**src/rtl/mm_sched_pkg.sv**
```systemverilog
// Shared types and helpers for the mm_stream_sched sequencer.
package mm_sched_pkg;

  localparam int AXIS_W = 32;

  typedef enum logic [1:0] {IDLE = 2'd0, RUN = 2'd1, DONE = 2'd2} sched_state_t;

  // Sign-extend the low 'width' bits of raw across the whole stream word.
  function automatic logic [AXIS_W-1:0] sext_stream(input logic [AXIS_W-1:0] raw,
                                                    input logic [5:0] width);
    logic [AXIS_W-1:0] mask;
    logic sign;
    mask = {AXIS_W{1'b1}} << width;
    sign = raw[5'(width - 6'd1)];
    return sign ? (raw | mask) : (raw & ~mask);
  endfunction

endpackage

```
**src/rtl/mm_stream_src.sv**
```systemverilog
// One operand source: linear memory reader feeding an AXI-Stream through a
// 2-entry skid FIFO, with per-frame tlast and an exhausted flag.
module mm_stream_src
  import mm_sched_pkg::*;
#(
  parameter int D_W    = 8,
  parameter int ADDR_W = 16,
  parameter int FRM_W  = 8
) (
  input  logic              clk,
  input  logic              rst,
  input  logic              load,
  input  logic              active,
  input  logic [ADDR_W-1:0] cfg_words,
  input  logic [FRM_W-1:0]  cfg_frames,
  output logic              rd_en,
  output logic [ADDR_W-1:0] rd_addr,
  input  logic [D_W-1:0]    rd_data,
  output logic              tvalid,
  output logic [AXIS_W-1:0] tdata,
  output logic              tlast,
  input  logic              tready,
  output logic              exhausted
);

  localparam int CNT_W = ADDR_W + FRM_W;

  logic [ADDR_W-1:0] words_reg;
  logic [ADDR_W-1:0] word_reg;
  logic [CNT_W-1:0]  total_reg;
  logic [CNT_W-1:0]  issued_reg;
  logic              inflight_reg;
  logic [1:0]        count_reg;
  logic              wr_ptr_reg;
  logic              rd_ptr_reg;
  logic [D_W-1:0]    mem_reg [2];

  logic [D_W-1:0] head;
  logic           pop;
  logic           fifo_pop;
  logic           push;

  // The beat returning from memory this cycle is presented directly when the
  // FIFO is empty, so the first beat appears one cycle after its read.
  assign rd_en     = active && (issued_reg != total_reg) &&
                     (({1'b0, count_reg} + {2'b00, inflight_reg}) < 3'd2);
  assign rd_addr   = issued_reg[ADDR_W-1:0];
  assign tvalid    = (count_reg != 2'd0) || inflight_reg;
  assign head      = (count_reg != 2'd0) ? mem_reg[rd_ptr_reg] : rd_data;
  assign tdata     = tvalid ? sext_stream(AXIS_W'(head), 6'(D_W)) : '0;
  assign tlast     = tvalid && (word_reg == words_reg - ADDR_W'(1));
  assign pop       = tvalid && tready;
  assign fifo_pop  = pop && (count_reg != 2'd0);
  assign push      = inflight_reg && !((count_reg == 2'd0) && tready);
  assign exhausted = (issued_reg == total_reg) && (count_reg == 2'd0) && !inflight_reg;

  always_ff @(posedge clk or posedge rst) begin
    if (rst) begin
      words_reg    <= '0;
      word_reg     <= '0;
      total_reg    <= '0;
      issued_reg   <= '0;
      inflight_reg <= 1'b0;
      count_reg    <= 2'd0;
      wr_ptr_reg   <= 1'b0;
      rd_ptr_reg   <= 1'b0;
    end else begin
      inflight_reg <= rd_en;
      count_reg    <= count_reg + {1'b0, push} - {1'b0, fifo_pop};
      if (push)     wr_ptr_reg <= ~wr_ptr_reg;
      if (fifo_pop) rd_ptr_reg <= ~rd_ptr_reg;
      if (load) begin
        words_reg  <= cfg_words;
        total_reg  <= CNT_W'(cfg_words) * CNT_W'(cfg_frames);
        issued_reg <= '0;
        word_reg   <= '0;
      end else begin
        if (rd_en) issued_reg <= issued_reg + CNT_W'(1);
        if (pop)   word_reg   <= tlast ? '0 : word_reg + ADDR_W'(1);
      end
    end
  end

  always_ff @(posedge clk) begin
    if (push) mem_reg[wr_ptr_reg] <= rd_data;
  end

endmodule

```
**src/rtl/mm_stream_sched.sv**
```systemverilog
// Job sequencer around the mm core: streams A/B operands, collects D results.
// Optional performance counters are enabled by defining MM_SCHED_PERF_EN.
module mm_stream_sched
  import mm_sched_pkg::*;
#(
  parameter int D_W     = 8,
  parameter int D_W_ACC = 32,
  parameter int ADDR_W  = 16,
  parameter int FRM_W   = 8
) (
  input  logic                mm_clk,
  input  logic                mm_rst,
  input  logic                start,
  input  logic [ADDR_W-1:0]   cfg_a_words,
  input  logic [ADDR_W-1:0]   cfg_b_words,
  input  logic [ADDR_W-1:0]   cfg_d_words,
  input  logic [FRM_W-1:0]    cfg_a_frames,
  input  logic [FRM_W-1:0]    cfg_b_frames,
  output logic                busy,
  output logic                done,
  output logic                err_frame,
  output logic                a_rd_en,
  output logic [ADDR_W-1:0]   a_rd_addr,
  input  logic [D_W-1:0]      a_rd_data,
  output logic                b_rd_en,
  output logic [ADDR_W-1:0]   b_rd_addr,
  input  logic [D_W-1:0]      b_rd_data,
  output logic                m_axis_a_tvalid,
  output logic [AXIS_W-1:0]   m_axis_a_tdata,
  output logic                m_axis_a_tlast,
  input  logic                m_axis_a_tready,
  output logic                m_axis_b_tvalid,
  output logic [AXIS_W-1:0]   m_axis_b_tdata,
  output logic                m_axis_b_tlast,
  input  logic                m_axis_b_tready,
  input  logic                s_axis_d_tvalid,
  input  logic [AXIS_W-1:0]   s_axis_d_tdata,
  input  logic                s_axis_d_tlast,
  output logic                s_axis_d_tready,
  output logic                d_wr_en,
  output logic [ADDR_W-1:0]   d_wr_addr,
  output logic [D_W_ACC-1:0]  d_wr_data
`ifdef MM_SCHED_PERF_EN
  ,
  output logic [31:0]         perf_cycles,
  output logic [31:0]         perf_a_stall,
  output logic [31:0]         perf_b_stall
`endif
);

  sched_state_t state_reg, state_next;

  logic              launch;
  logic [ADDR_W-1:0] d_words_reg;
  logic [FRM_W-1:0]  b_frames_reg;
  logic [ADDR_W-1:0] d_addr_reg;
  logic [ADDR_W-1:0] d_word_reg;
  logic [FRM_W-1:0]  d_frames_reg;
  logic              d_accept;

  // Index 0 is the A source, index 1 the B source.
  logic [1:0][ADDR_W-1:0] src_words;
  logic [1:0][FRM_W-1:0]  src_frames;
  logic [1:0][ADDR_W-1:0] src_addr;
  logic [1:0][D_W-1:0]    src_rd_data;
  logic [1:0][AXIS_W-1:0] src_tdata;
  logic [1:0]             src_rd_en, src_tvalid, src_tlast, src_tready, src_exh;

  assign launch = start && (state_reg == IDLE);

  assign src_words   = {cfg_b_words, cfg_a_words};
  assign src_frames  = {cfg_b_frames, cfg_a_frames};
  assign src_rd_data = {b_rd_data, a_rd_data};
  assign src_tready  = {m_axis_b_tready, m_axis_a_tready};

  genvar gi;
  generate
    for (gi = 0; gi < 2; gi++) begin : g_src
      mm_stream_src #(.D_W(D_W), .ADDR_W(ADDR_W), .FRM_W(FRM_W)) u_src (
        .clk       (mm_clk),
        .rst       (mm_rst),
        .load      (launch),
        .active    (busy),
        .cfg_words (src_words[gi]),
        .cfg_frames(src_frames[gi]),
        .rd_en     (src_rd_en[gi]),
        .rd_addr   (src_addr[gi]),
        .rd_data   (src_rd_data[gi]),
        .tvalid    (src_tvalid[gi]),
        .tdata     (src_tdata[gi]),
        .tlast     (src_tlast[gi]),
        .tready    (src_tready[gi]),
        .exhausted (src_exh[gi])
      );
    end
  endgenerate

  assign a_rd_en         = src_rd_en[0];
  assign a_rd_addr       = src_addr[0];
  assign m_axis_a_tvalid = src_tvalid[0];
  assign m_axis_a_tdata  = src_tdata[0];
  assign m_axis_a_tlast  = src_tlast[0];
  assign b_rd_en         = src_rd_en[1];
  assign b_rd_addr       = src_addr[1];
  assign m_axis_b_tvalid = src_tvalid[1];
  assign m_axis_b_tdata  = src_tdata[1];
  assign m_axis_b_tlast  = src_tlast[1];

  always_ff @(posedge mm_clk or posedge mm_rst) begin
    if (mm_rst) state_reg <= IDLE;
    else        state_reg <= state_next;
  end

  always_comb begin
    state_next = state_reg;
    busy       = 1'b0;
    done       = 1'b0;
    case (state_reg)
      IDLE: begin
        if (launch)
          state_next = ((cfg_a_frames == '0) && (cfg_b_frames == '0)) ? DONE : RUN;
      end
      RUN: begin
        busy = 1'b1;
        if ((&src_exh) && (d_frames_reg == b_frames_reg)) state_next = DONE;
      end
      DONE: begin
        done       = 1'b1;
        state_next = IDLE;
      end
      default: state_next = IDLE;
    endcase
  end

  assign s_axis_d_tready = busy;
  assign d_accept        = s_axis_d_tvalid && busy;

  // A misplaced tlast still closes the frame so later frames realign.
  always_ff @(posedge mm_clk or posedge mm_rst) begin
    if (mm_rst) begin
      d_wr_en      <= 1'b0;
      d_wr_addr    <= '0;
      d_wr_data    <= '0;
      err_frame    <= 1'b0;
      d_words_reg  <= '0;
      b_frames_reg <= '0;
      d_addr_reg   <= '0;
      d_word_reg   <= '0;
      d_frames_reg <= '0;
    end else begin
      d_wr_en <= d_accept;
      if (launch) begin
        err_frame    <= 1'b0;
        d_words_reg  <= cfg_d_words;
        b_frames_reg <= cfg_b_frames;
        d_addr_reg   <= '0;
        d_word_reg   <= '0;
        d_frames_reg <= '0;
      end else if (d_accept) begin
        d_wr_addr  <= d_addr_reg;
        d_wr_data  <= s_axis_d_tdata[D_W_ACC-1:0];
        d_addr_reg <= d_addr_reg + ADDR_W'(1);
        if (s_axis_d_tlast) begin
          d_word_reg   <= '0;
          d_frames_reg <= d_frames_reg + FRM_W'(1);
          if (d_word_reg != d_words_reg - ADDR_W'(1)) err_frame <= 1'b1;
        end else begin
          d_word_reg <= d_word_reg + ADDR_W'(1);
        end
      end
    end
  end

`ifdef MM_SCHED_PERF_EN
  always_ff @(posedge mm_clk or posedge mm_rst) begin
    if (mm_rst) begin
      perf_cycles  <= '0;
      perf_a_stall <= '0;
      perf_b_stall <= '0;
    end else if (launch) begin
      perf_cycles  <= '0;
      perf_a_stall <= '0;
      perf_b_stall <= '0;
    end else if (busy) begin
      if (perf_cycles != '1) perf_cycles <= perf_cycles + 32'd1;
      if (m_axis_a_tvalid && !m_axis_a_tready && (perf_a_stall != '1))
        perf_a_stall <= perf_a_stall + 32'd1;
      if (m_axis_b_tvalid && !m_axis_b_tready && (perf_b_stall != '1))
        perf_b_stall <= perf_b_stall + 32'd1;
    end
  end
`endif

endmodule

```
**config.mk**
```make
export PLATFORM = sky130hd
export DESIGN_NAME = mm_stream_sched
export DESIGN_NICKNAME = d
export VERILOG_FILES = /design/src/rtl/mm_sched_pkg.sv /design/src/rtl/mm_stream_src.sv /design/src/rtl/mm_stream_sched.sv
export SDC_FILE = /design/constraint.sdc
export NUM_CORES = 1
export LEC_CHECK = 0
export ABC_AREA = 1
export CAP_MARGIN = 10
export CELL_PAD_IN_SITES_DETAIL_PLACEMENT = 2
export CELL_PAD_IN_SITES_GLOBAL_PLACEMENT = 2
export CORE_ASPECT_RATIO = 0.8
export CORE_MARGIN = 2
export CORE_UTILIZATION = 37
export CTS_CLUSTER_DIAMETER = 30
export DETAILED_ROUTE_END_ITERATION = 12
export PLACE_DENSITY = 0.95
export SLEW_MARGIN = 20
export SYNTH_ARGS = -nofsm -noshare
export SYNTH_HDL_FRONTEND = slang
export SYNTH_SLANG_ARGS = --single-unit
```
**constraint.sdc**
```tcl
create_clock -name mm_clk -period 29.1 [get_ports mm_clk]
set_input_delay 5.82 -clock mm_clk [delete_from_list [all_inputs] [get_ports mm_clk]]
set_output_delay 5.82 -clock mm_clk [all_outputs]
set_load 0.005 [all_outputs]
```
==> summary.txt <==
Status
  – Outcome: finished, final reports clean

Critical path
  – CP Capture Type: output pin
  – CP Data Arrival Time: 7.85 ns
  – Worst reg2reg setup slack: 25.34 ns
  – Critical Path Source Type: input port
  – WS Path Type: input port to output pin
  – Critical R2R Launch: state_reg[1]$_DFFE_PP0P_
  – Slowest stage delay, CP: ~0.66 ns
  – CP max stage cell: clkdlybuf4s50_1
  – Cells on worst reg2reg path: 11
  – CP Cell Sequence: clkdlybuf4s50_1 -> inv_1 -> o21ai_0 -> o21ai_0 -> inv_1 -> clkdlybuf4s50_1
  – Critical Path Fanout Max: 25
  – Required @ worst endpoint: approximately 23 ns
  – R2r endpoint: g_src[0].u_src.word_reg[6]$_DFFE_PP0P_
  – Worst Setup SP: a_rd_data[7]

Synth
  – Top_reg_cell synth: dfrtp_1
  – Ys Warns: 0
  – Sequential area share after synthesis: 30.0%
  – Syn avg cell area: 7.34 um^2
  – Library cells used by synthesis: between 40 and 50
  – Number of synthesized flops with an enable pin: 32
  – Mapped cell area: around 27000 um^2
  – Syn Nets: 4079
  – Number of synthesized register bits: roughly 320
  – Post-synth ARST share: between 80 and 90%
  – Synth Instances: about 3700

Routing
  – Final wirelength: ~130 mm
  – Vias: around 27000
  – Highest metal used: met4
  – First drt pass iteration count: 5
  – Routed len/inst: between 20 and 30 um
  – WL met1: roughly 48 mm
  – Post-route ant nets: 0
  – DRC: 0
  – Routed vias/inst: around 5.6
  – Met3 WL post-DR: a little under 6 mm
  – Met2 wire length: a little over 70 mm
  – 1st-iter DRT viols: 2046

Power
  – Pwr Total: about 3.7 mW
  – Sequential power share: roughly a fifth
  – Power Density: between 100 and 150 nW/um^2
  – Worst ir drop on vdd: ~46 uV
  – Clk pwr share: a little under a third
  – Switching pwr: about 1.7 mW
  – Combinational Power Share: between 40% and 50%
  – Leakage: between 15 and 20 nW
  – Switching share of power: a little under half
  – Internal power: 1.97 mW

Finish
  – Multi-input logic area: between 15000 and 20000 um^2
  – Area Growth Syn to Fin: 22.7%
  – Cell area after layout: about 33000 um^2
  – Nets: roughly 4200
  – Commonest non-fill, non-tap cell in the layout: nand2_1
  – Share of post-route cells with drive strength above 1: 6.87%
  – Layout Cells excl Fill: between 4000 and 5000
  – Fillers: slightly above 8000
  – Reg area: slightly above 8000 um^2
  – Most frequent cells in the layout: 1022 x nand2_1, 697 x inv_1, 286 x dfrtp_1

Clocking
  – CTS tree: yes
  – Worst-Skew Late Latency: ~0.7 ns
  – Postcts setup bufs: 0
  – CTS Buf Count: 86
  – H-tree Lvls: 3
  – # resized after CTS: 0
  – # hold bufs at CTS: 0
  – Clock Path Buffers: 3
  – CTS sink count: approximately 320
  – Root Driver: clkbuf_16
  – Clk pin slew, worst setup/hold paths: ~0.040 ns

Min path
  – Min-delay src: d_wr_data[6]$_DFFE_PP0P_
  – Hold Crit Class: flip-flop to flip-flop
  – WHS Endpoint: d_wr_data[6]$_DFFE_PP0P_
  – Hold Path Stages: 2

Global route
  – Vias in the first global route: between 30000 and 40000
  – Initial antenna violation count: 8
  – Global-route wire length before repair: a little over 200 mm
  – GR Overflow Total: 0
  – GR Util All Layers: between 30% and 40%
  – Largest net degree at the start of global routing: roughly 130

Floorplan
  – Initial Util: a little under two fifths
  – I/O pin cnt: around 270
  – Die area: around 75000 um^2
  – DIE HEIGHT: approximately 250 um
  – Die Width: slightly above 300 um
  – Row count: between 80 and 90
  – Core Area: slightly above 70000 um^2

Placement
  – Hpwl dp: between 80 and 90 mm
  – DP Area: 29900 um^2
  – Number of I/O port buffers: about 270
  – GPL Wtd Cong: around 0.86
  – Placed Cells incl. Taps: 4700

STA
  – Min Tclk post-route: around 14 ns
  – Hold Vio Cnt, Final: 0
  – Fmax achieved: roughly 73 MHz
  – Unrepaired setup endpoints after global routing: false
  – Final worst-path cycle share: 47.0%
  – Slew Viols, Final: 0
  – Slew @ Worst Pin: a little over 1 ns
  – Final clock skew: slightly below 0.07 ns
  – Final TNS setup: 0 ns
  – Setup violators final: 0
  – Worst slew margin: between 30% and 40%

Flow run
  – Total of max-cap violations: 0
==> logic make-up after synthesis <==
kind of cell / count (synthesis) / synth area share (%)
AO/OA/AOI/OAI: 326 / 6.42
adder cells (fa/ha/maj): 270 / 17.1
XOR/XNOR: 159 / 5.14
buffers and inverters: 933 / 14.3
multiplexers: 16 / 0.665
flip-flops: 318 / 30.0
AND/OR/NAND/NOR: 1668 / 26.4
==> layer usage <==
metal  vias to the layer above  track usage (%)
met5                         -                0
met1                     14100             36.2
met4                         0             24.0
met2                      1169             64.9
met3                       586             5.38
li1                      11600                -
==> Yosys cell counts (2+ instances only) <==
| cell | instances | area share, % |
|---|---|---|
| clkbuf_2 | 3 | 0.055 |
| o31ai_1 | 4 | 0.11 |
| inv_2 | 11 | 0.15 |
| a211oi_1 | 3 | 0.083 |
| nor4_1 | 27 | 0.62 |
| buf_4 | 83 | 2.3 |
| nand3b_1 | 12 | 0.33 |
| nor2_1 | 245 | 3.4 |
| nor3_1 | 49 | 0.91 |
| xor2_1 | 89 | 2.9 |
| a21oi_1 | 70 | 1.3 |
| o21ai_0 | 192 | 3.5 |
| nor2_2 | 12 | 0.28 |
| buf_2 | 23 | 0.42 |
| or2_2 | 15 | 0.35 |
| mux2_2 | 16 | 0.66 |
| nand3_1 | 161 | 3.0 |
| nor2_4 | 8 | 0.33 |
| and3_1 | 2 | 0.046 |
| dfrtp_1 | 286 | 26 |
| nand2_1 | 1023 | 14 |
| inv_1 | 699 | 9.7 |
| clkinv_1 | 2 | 0.028 |
| nor3_2 | 6 | 0.22 |
| buf_6 | 3 | 0.12 |
| buf_1 | 12 | 0.17 |
| nand3_2 | 13 | 0.48 |
| edfxtp_1 | 32 | 3.5 |
| ha_1 | 102 | 4.7 |
| o21ai_1 | 13 | 0.24 |
| a31oi_1 | 20 | 0.46 |
| nand2_2 | 11 | 0.25 |
| xnor2_1 | 70 | 2.3 |
| clkbuf_1 | 97 | 1.3 |
| fa_1 | 168 | 12 |
| a21boi_0 | 3 | 0.083 |
| o21bai_1 | 13 | 0.36 |
| o22ai_1 | 2 | 0.046 |
| nand4_1 | 80 | 1.8 |
==> stage by stage <==
stage          util (%)  worst slack (ns)  hold slack (ns)
2_1_floorplan         -             15.39            0.446
3_3_place_gp       41.4             15.62            0.462
3_5_place_dp       41.4             15.42            0.477
4_1_cts            45.9             15.37            0.494
5_1_grt            45.9             15.26            0.517
6_report           45.9             15.43            0.491
==> power groups by stage <==
stage | clock network [mW] | logic (mW) | registers [mW]
finish | 1.12 | 1.84 | 0.734
floorplan | 0 | 1.07 | 0.670
CTS | 1.12 | 1.80 | 0.727
detailed placement | 0 | 1.64 | 0.718
global route | 1.14 | 1.98 | 0.744
global placement | 0 | 1.47 | 0.702
==> worst max-delay path by stage <==
stage	end	slack [ns]
6_report	m_axis_a_tdata[24]	15.43
5_1_grt	m_axis_b_tdata[25]	15.26
4_1_cts	m_axis_a_tdata[24]	15.37
3_5_place_dp	m_axis_a_tdata[24]	15.42
3_3_place_gp	m_axis_b_tdata[7]	15.62
2_1_floorplan	b_frames_reg[0]$_DFFE_PP0P_	15.39
==> area by class of cell <==
class                   count  share of cell area (%)
multi-input cells        2439                    45.5
flip-flops and latches    318                    24.4
repair buffers            286                    8.52
inverters                 712                    8.07
clock buffers             109                    7.19
well taps                 945                    3.56
clock inverters            53                    2.68
diodes                      8                  0.0602
==> critical path: cells and delay by family <==
family | cells | cell delay, ns
AOI/OAI and AO/OA | 2 | 0.28
buffers and inverters | 4 | 1.74
Note: power is estimated with default switching activity, not from simulation.
